===== src/rtl/serial_sub_pkg.sv =====
// serial_sub_pkg: shared constants for the bit-serial subtractor.
//   - FSM state encoding (2-bit): StIdle, StRun, StDone
//   - DefaultWidth: default operand/result width
//   - cnt_width(): bit counter width for a given operand width
package serial_sub_pkg;

    localparam logic [1:0] StIdle = 2'd0;
    localparam logic [1:0] StRun  = 2'd1;
    localparam logic [1:0] StDone = 2'd2;

    localparam int unsigned DefaultWidth = 8;

    // Counter only has to reach WIDTH-1, so clog2(WIDTH) bits suffice.
    function automatic int unsigned cnt_width(input int unsigned width);
        return (width < 2) ? 1 : $clog2(width);
    endfunction

endpackage


===== src/rtl/serial_subtractor_if.sv =====
// serial_subtractor_if: operand/result handshake bundle for serial_subtractor.
// Optional macro: SERIAL_SUB_OVF_EN adds the ovf signal.
//   in_valid/in_ready/a/b : operand side (producer -> block)
//   out_valid/out_ready   : result side (block -> consumer)
//   diff/borrow/zero/ovf  : result fields, meaningful while out_valid
// Modports: master = producer/consumer side, slave = subtractor side.
interface serial_subtractor_if
    import serial_sub_pkg::*;
#(
    parameter int unsigned WIDTH = DefaultWidth
);
    logic             in_valid;
    logic             in_ready;
    logic [WIDTH-1:0] a;
    logic [WIDTH-1:0] b;
    logic             out_valid;
    logic             out_ready;
    logic [WIDTH-1:0] diff;
    logic             borrow;
    logic             zero;
`ifdef SERIAL_SUB_OVF_EN
    logic             ovf;
`endif

    modport master (
        output in_valid, a, b, out_ready,
        input  in_ready, out_valid, diff, borrow, zero
`ifdef SERIAL_SUB_OVF_EN
        , input ovf
`endif
    );

    modport slave (
        input  in_valid, a, b, out_ready,
        output in_ready, out_valid, diff, borrow, zero
`ifdef SERIAL_SUB_OVF_EN
        , output ovf
`endif
    );

endinterface


===== src/rtl/full_subtractor.sv =====
// full_subtractor: gate-level one-bit full subtractor cell (a - b - bin).
//   a, b : operand bits
//   bin  : borrow in
//   d    : difference bit
//   bout : borrow out
module full_subtractor (
    input  wire a,
    input  wire b,
    input  wire bin,
    output wire d,
    output wire bout
);
    wire a_n;
    wire t_ab;
    wire t_abin;
    wire t_bbin;

    xor u_xor_d   (d, a, b, bin);
    not u_not_a   (a_n, a);
    and u_and_ab  (t_ab, a_n, b);
    and u_and_ai  (t_abin, a_n, bin);
    and u_and_bi  (t_bbin, b, bin);
    or  u_or_bout (bout, t_ab, t_abin, t_bbin);

endmodule


===== src/rtl/serial_subtractor.sv =====
// serial_subtractor: bit-serial WIDTH-bit subtractor, diff = (a - b) mod 2^WIDTH,
// one bit per clock LSB first through a single full_subtractor cell.
// Optional macro: SERIAL_SUB_OVF_EN adds the signed-overflow output and its
// sign-capture flops.
// Ports:
//   clk : rising-edge clock
//   rst : synchronous active-high reset
//   bus : serial_subtractor_if.slave (operand/result handshakes and result fields)
module serial_subtractor
    import serial_sub_pkg::*;
#(
    parameter int unsigned WIDTH = DefaultWidth
) (
    input  logic                clk,
    input  logic                rst,
    serial_subtractor_if.slave  bus
);
    localparam int unsigned CntW = cnt_width(WIDTH);
    localparam logic [CntW-1:0] LastBit = CntW'(WIDTH - 1);

    logic [1:0]       state_q, state_d;
    logic [WIDTH-1:0] a_q, a_d;
    logic [WIDTH-1:0] b_q, b_d;
    logic [WIDTH-1:0] res_q, res_d;
    logic             bin_q, bin_d;
    logic [CntW-1:0]  cnt_q, cnt_d;

    logic cell_d;
    logic cell_bout;

    full_subtractor u_cell (
        .a    (a_q[0]),
        .b    (b_q[0]),
        .bin  (bin_q),
        .d    (cell_d),
        .bout (cell_bout)
    );

    always_comb begin
        state_d = state_q;
        a_d     = a_q;
        b_d     = b_q;
        res_d   = res_q;
        bin_d   = bin_q;
        cnt_d   = cnt_q;
        case (state_q)
            StIdle: begin
                if (bus.in_valid) begin
                    a_d     = bus.a;
                    b_d     = bus.b;
                    bin_d   = 1'b0;
                    cnt_d   = '0;
                    state_d = StRun;
                end
            end
            StRun: begin
                // Result fills from the MSB side so bit 0 ends up at res_q[0].
                res_d = {cell_d, res_q[WIDTH-1:1]};
                a_d   = a_q >> 1;
                b_d   = b_q >> 1;
                bin_d = cell_bout;
                cnt_d = cnt_q + CntW'(1);
                if (cnt_q == LastBit) begin
                    state_d = StDone;
                end
            end
            StDone: begin
                if (bus.out_ready) begin
                    state_d = StIdle;
                end
            end
            default: state_d = StIdle;
        endcase
    end

    always_ff @(posedge clk) begin
        if (rst) begin
            state_q <= StIdle;
            a_q     <= '0;
            b_q     <= '0;
            res_q   <= '0;
            bin_q   <= 1'b0;
            cnt_q   <= '0;
        end else begin
            state_q <= state_d;
            a_q     <= a_d;
            b_q     <= b_d;
            res_q   <= res_d;
            bin_q   <= bin_d;
            cnt_q   <= cnt_d;
        end
    end

    // Handshake outputs decode only from the state register.
    assign bus.in_ready  = (state_q == StIdle);
    assign bus.out_valid = (state_q == StDone);
    assign bus.diff      = res_q;
    assign bus.borrow    = bin_q;
    assign bus.zero      = (state_q == StDone) && (res_q == '0);

`ifdef SERIAL_SUB_OVF_EN
    // Operand sign bits are shifted out during RUN, so keep copies from accept.
    logic sa_q, sa_d;
    logic sb_q, sb_d;

    always_comb begin
        sa_d = sa_q;
        sb_d = sb_q;
        if (state_q == StIdle && bus.in_valid) begin
            sa_d = bus.a[WIDTH-1];
            sb_d = bus.b[WIDTH-1];
        end
    end

    always_ff @(posedge clk) begin
        if (rst) begin
            sa_q <= 1'b0;
            sb_q <= 1'b0;
        end else begin
            sa_q <= sa_d;
            sb_q <= sb_d;
        end
    end

    assign bus.ovf = (state_q == StDone) && (sa_q != sb_q) && (res_q[WIDTH-1] != sa_q);
`endif

endmodule


===== src/flat_wrapper.sv =====
// flat-port wrapper written by rule: the top's interface ports become plain ports
module serial_subtractor_flat import serial_sub_pkg::*;
#(
    parameter int unsigned WIDTH = DefaultWidth
)
  (clk, rst, bus_in_valid, bus_a, bus_b, bus_out_ready, bus_in_ready, bus_out_valid, bus_diff, bus_borrow, bus_zero);
  serial_subtractor_if #(.WIDTH(WIDTH)) bus_i ();
  input  logic clk;
  input  logic rst;
  input wire logic [$bits(bus_i.in_valid)-1:0] bus_in_valid;
  input wire logic [$bits(bus_i.a)-1:0] bus_a;
  input wire logic [$bits(bus_i.b)-1:0] bus_b;
  input wire logic [$bits(bus_i.out_ready)-1:0] bus_out_ready;
  output wire logic [$bits(bus_i.in_ready)-1:0] bus_in_ready;
  output wire logic [$bits(bus_i.out_valid)-1:0] bus_out_valid;
  output wire logic [$bits(bus_i.diff)-1:0] bus_diff;
  output wire logic [$bits(bus_i.borrow)-1:0] bus_borrow;
  output wire logic [$bits(bus_i.zero)-1:0] bus_zero;
  assign bus_i.in_valid = bus_in_valid;
  assign bus_i.a = bus_a;
  assign bus_i.b = bus_b;
  assign bus_i.out_ready = bus_out_ready;
  assign bus_in_ready = bus_i.in_ready;
  assign bus_out_valid = bus_i.out_valid;
  assign bus_diff = bus_i.diff;
  assign bus_borrow = bus_i.borrow;
  assign bus_zero = bus_i.zero;
  serial_subtractor #(.WIDTH(WIDTH)) u_core (.clk(clk), .rst(rst), .bus(bus_i));
endmodule

===== config.mk =====
export PLATFORM = sky130hd
export DESIGN_NAME = serial_subtractor_flat
export DESIGN_NICKNAME = d
export VERILOG_FILES = /design/src/rtl/serial_sub_pkg.sv /design/src/rtl/serial_subtractor_if.sv /design/src/rtl/full_subtractor.sv /design/src/rtl/serial_subtractor.sv /design/src/flat_wrapper.sv
export SDC_FILE = /design/constraint.sdc
export NUM_CORES = 1
export LEC_CHECK = 0
export CORE_AREA = 3 3 64 66
export CTS_CLUSTER_SIZE = 16
export DETAILED_ROUTE_END_ITERATION = 6
export DIE_AREA = 0 0 67 69
export PLACE_DENSITY_LB_ADDON = 0.08
export SYNTH_ARGS = -nofsm -noshare
export SYNTH_HDL_FRONTEND = slang
export SYNTH_SLANG_ARGS = --single-unit

===== constraint.sdc =====
create_clock -name clk -period 1.67 [get_ports clk]
set_clock_uncertainty 0.1 [all_clocks]
set_input_delay 0.2505 -clock clk [delete_from_list [all_inputs] [get_ports clk]]
set_output_delay 0.2505 -clock clk [all_outputs]
set_load 0.05 [all_outputs]

---- Yosys cells after proc, flatten, opt, wreduce, memory -nomap -nowiden ----
Index checks and enable logic that the tools add are counted.
word-level totals
  input bits .............................. 20
  output and inout bits ................... 12
  flip-flop bits (word level) ............. 30
  word-level logic and storage cells ...... 37
cells by class
  equality and inequality tests ........... 6
  add/sub/neg operators ................... 1
  reduce and logical (&&, ||, !) cells .... 8
  bitwise gates (word level) .............. 4
  mux-type cells .......................... 12
operator list
  cell                                                    number
  case mux 8 bit (2 select lines)                         2
  two-way mux 8 bit                                       2
  zero test 8 bit                                         1
  two-way mux 2 bit                                       3
  case mux 2 bit (3 select lines)                         1
  case mux 3 bit (2 select lines)                         1
  inequality test 2 bit (second input constant)           2
  adder 3 x 1 -> 3 bit (second input constant)            1
  AND 1 bit                                               3
  equality test 3 bit (second input constant)             1
  two-way mux 3 bit                                       1
  AND reduction 3 bit                                     1
  OR reduction 3 bit                                      1
  parity 3 bit                                            1
  equality test 2 x 1 -> 1 bit (second input constant)    1
  equality test 2 bit (second input constant)             1
  zero test 2 bit                                         1
  inequality test 2 x 1 -> 1 bit (second input constant)  1
  case mux 1 bit (2 select lines)                         1
  AND reduction 2 bit                                     1
  nonzero test 2 bit                                      1
  logical AND 1 bit                                       1
  two-way mux 1 bit                                       1
  inverter 1 bit                                          1

---- Longest topological paths before layout ----
  word-level depth ........................ 4
  depth in mapped cells ................... 5
  depth with buffers taken out ............ 4

---- By module ----
Synthesis repeated with hierarchy kept, for this count alone.
unflattened totals
  cells, all modules ...................... 139
  area total of the unflattened synthesis .. 1,312.5 um^2
by module, submodules not included
  module             cells each  sequential area each (um^2)  times used  area each (um^2)
  serial_subtractor  136         600.6                        1           1,285.0
  full_subtractor    3           0.0                          1           27.5

---- Worst setup path before layout ----
Ideal clock, no wire load.
  path type ............................... reg-to-output
  start ................................... reg u_core.state_q[0]
  end ..................................... out bus_zero
  slack ................................... -0.506 ns
  required time ........................... 1.319 ns
  data arrival time ....................... 1.826 ns
  buffers on the path ..................... 1
  cell stages (with the launch flop) ...... 4
  path through ............................ dfxtp_1 > buf_6 > nor2b_1 > and3_1
between the ends
  cells in the longest elaborated chain, start to end .. 2
RTL lines
  what                     RTL line                 RTL
  from (decl)              serial_subtractor.sv:21  logic [1:0] state_q, state_d;
  from (signal assigned)   serial_subtractor.sv:78  state_q <= StIdle;
  from (signal assigned)   serial_subtractor.sv:85  state_q <= state_d;
  equality test 2 bit      --
  named net bus_out_valid  flat_wrapper.sv:15       output wire logic [$bits(bus_i.out_valid)-1:0] bus_out_valid;
  logical AND 1 bit        serial_subtractor.sv:99  assign bus.zero = (state_q == StDone) && (res_q == '0);
  to (decl)                flat_wrapper.sv:18       output wire logic [$bits(bus_i.zero)-1:0] bus_zero;
The timed path passes the listed nets, and every way through them passes these cells.

---- Worst setup path in the final report ----
  start ................................... reg u_core.res_q[2] (netlist: u_core.bus.diff[2])
  end ..................................... out bus_zero
between the ends
  cells in the longest elaborated chain, start to end .. 2
RTL lines
  what                    RTL line                 RTL
  from (decl)             serial_subtractor.sv:24  logic [WIDTH-1:0] res_q, res_d;
  from (signal assigned)  serial_subtractor.sv:88  res_q <= res_d;
  zero test 8 bit         serial_subtractor.sv:99
  logical AND 1 bit       serial_subtractor.sv:99
Every way passes these cells.

==> impl_metrics.yaml <==
drt:
  detail_route.wl_per_cell_um: 12.73
  postRouteWirelength_um: 2827
  detailroute.via_count: 1098
  drt_pre_antenna_iters: 4
  remaining_drc_errors: 0
  drtIter0Drc: 44
  route.antenna.remaining_nets: 0
  detail_route.vias_per_cell: 4.946
timing:
  finalHoldViolations: 0
  transition_time_at_the_pin_with_the_least_slew_margin_ps: 294.9
  slew_viols_final: 0
  slew-limit-headroom_pct: 80.34
  final_period_minus_worst_setup_slack_ps: 1626
  achievable-frequency_mhz: 615.0
  timing.final.crit_share_pct: 97.36
  timing.final.ws_setup_ps: 44.03
  setup_viol: 0
clock_network:
  tritoncts: "done"
  cts_setup_buffers: 0
  cts_num_sinks: 30
  cts.clk_slew.worst_paths_ps: 60
  clock_latency_late_sink_ps: 280
  cts.htree.levels: 2
  ctsLongestPathBuffers: 2
  cts_made_buffers: 5
  cts_root_buffer: "sky130_fd_sc_hd__clkbuf_8"
synthesis:
  ys_top_cells_by_area: "sky130_fd_sc_hd__dfxtp_1, sky130_fd_sc_hd__a211oi_2, sky130_fd_sc_hd__mux2i_1"
  yosys_register_bits: 30
  post_synth.cell_area_avg_um2: 10.23
  synth_flop_cell: "sky130_fd_sc_hd__dfxtp_1"
  synth.most_common_cell: "sky130_fd_sc_hd__dfxtp_1"
  synth-compound-area-share_pct: 21.28
  synth_top_cell_area_share_pct: 42.55
  synthAdderAreaFrac_pct: 3.191
  synth_top_family_by_area: "compound AO/OA/AOI/OAI gates"
  synth_area_leader_cell: "sky130_fd_sc_hd__dfxtp_1"
  count_of_different_cell_masters_after_synthesis: 24
  synth-edff-count: 0
  async_reset_ff_share_pct: 0
  synth_warnings: 0
  synth_seq_area_share_pct: 42.55
  synth-simple-area-share_pct: 14.18
  synth_nets: 161
  synth.area.mux_share_pct: 10.64
  post_synth_instance_area_um2: 1411
  synthCells: 138
  netlist_top_cells_count: "sky130_fd_sc_hd__dfxtp_1, sky130_fd_sc_hd__nand2_1, sky130_fd_sc_hd__nor2_1"
  synth_xor_area_share_pct: 0
die:
  rows: 22
  start_util_pct: 38.84
  fp.dieArea_um2: 4623
  design.portCount: 32
  floorplan.die.width_um: 67
  floorplan.core_area_um2: 3633
  die_h_um: 69
placed_design:
  detailed_place.area_um2: 1732
  dp_worst_setup_slack_ps: 61.54
  place.detailed.hpwl_um: 1979
  port-buffer-count: 31
  routabilityCongestion: 0.6987
critical_path:
  cp_data_arrival_time_ps: 1280
  timing_worst_setup_path_type: "register to output port"
  crit_path_max_fanout: 4
  required_ps: 1320
  worstSetupStartpointType: "register"
  end_kind: "output port"
cells_and_area:
  nNetsFinal: 197
  num_antenna_cells: 0
  finish.utilization_pct: 50.52
  post_route_cells_drive_above_1_share_pct: 31.03
  layout_stage_area_growth_over_the_synthesis_result_pct: 30.05
  final_cell_area_um2: 1836
global_routing:
  grt_util_met1_pct: 17.60
  pin_count_of_the_biggest_net_entering_global_routing: 29
  first_pass_grt_wire_length_um: 4802
  grt_overflow: 0
  antenna_found_initial: 0
  track_usage_pct: 13.63
  grt.busiest_layer: "met2"
  grt_pass1_vias: 1074
  globalRouteMet2Util_pct: 18.89
  groute.layer.met3.usage_pct: 5.212
power_and_ir_drop:
  power.density_cell_area_nw_per_um2: 870.2
  worst_ir_drop_vdd_mv: 0.5647
  cellLeakagePower_nw: 0.7084
min_path:
  min_path_type: "register to register"
run_status:
  status: "finished clean"
run:
  cap_viol_max_count: 0
-- layout by cell type (no fill, tap or decap), drive strengths merged, types with 3 or more instances in the layout --
| master | n |
|---|---|
| a211oi | 15 |
| a21oi | 9 |
| a22oi | 3 |
| buf | 20 |
| clkbuf | 7 |
| clkdlybuf4s50 | 19 |
| dfxtp | 30 |
| inv | 3 |
| mux2i | 15 |
| nand2 | 17 |
| nor2 | 22 |
-- cell type report --
cell class / instances / area, um^2
Fill cell: 345 / 1798
Timing Repair Buffer: 39 / 360.3
Inverter: 3 / 11.26
Tap cell: 48 / 60.06
Sequential cell: 30 / 604.3
Multi-Input combinational cell: 95 / 723.2
Clock buffer: 7 / 76.32
-- per-layer routing --
metal  vias up  wire length [um]
met2        24              1287
met3         6               177
met5         -                 0
met1       519              1285
li1        549                 -
met4         0                77
-- power breakdown --
group | leakage, nW | internal, mW | switching [mW]
Sequential | 0.247 | 0.757 | 0.0302
Combinational | 0.423 | 0.136 | 0.132
Clock | 0.0383 | 0.286 | 0.255
Total | 0.708 | 1.18 | 0.418
-- worst paths after layout --
kind | cells past startpoint | endpoint | start | slack [ps]
max | 3 | bus_zero | u_core.bus.diff[2] | 40
min | 2 | u_core.bus.diff[4] | u_core.bus.diff[4] | 390
max reg2reg | 4 | u_core.bus.diff[7] | u_core.bus.borrow | 400
min reg2reg | 2 | u_core.bus.diff[4] | u_core.bus.diff[4] | 390
-- registers in the layout, summed over array words and instances, names as in the netlist --
register           count
u_core.a_q             8
u_core.b_q             8
u_core.bus.diff        8
u_core.cnt_q           3
u_core.state_q         2
u_core.bus.borrow      1
-- per-stage QoR --
stage               cells  setup TNS [ps]  power (mW)  hold WS [ps]
global placement      215               0       1.066         371.7
global route          222          -41.69       1.672         418.0
detailed placement    215               0       1.073         376.8
CTS                   222               0       1.626         385.4
finish                222               0       1.597         385.0
floorplan             138               0      0.9960         316.3
-- timing repair --
action / 4_1_cts / 5_1_grt
endpoints found under the setup margin: 2 / 2
hold buffers: 0 / 0
endpoints found under the hold margin: 0 / 0
resized for setup: 2 / 6
pin swaps: 0 / 1
-- cell families (layout without fill, tap and decap cells) --
family / after synthesis / count (layout)
buf+inv: 13 / 49
mux: 15 / 15
fa+ha+maj: 3 / 3
simple gates: 45 / 45
flops: 30 / 30
compound gates: 32 / 32
-- critical path, cell delays in order, from the launching register on --
cell and delay (ps):
sky130_fd_sc_hd__dfxtp_1 350, sky130_fd_sc_hd__nor4_2 290, sky130_fd_sc_hd__and3_4 230, sky130_fd_sc_hd__buf_8 140
(Power assumes the default switching activity.)
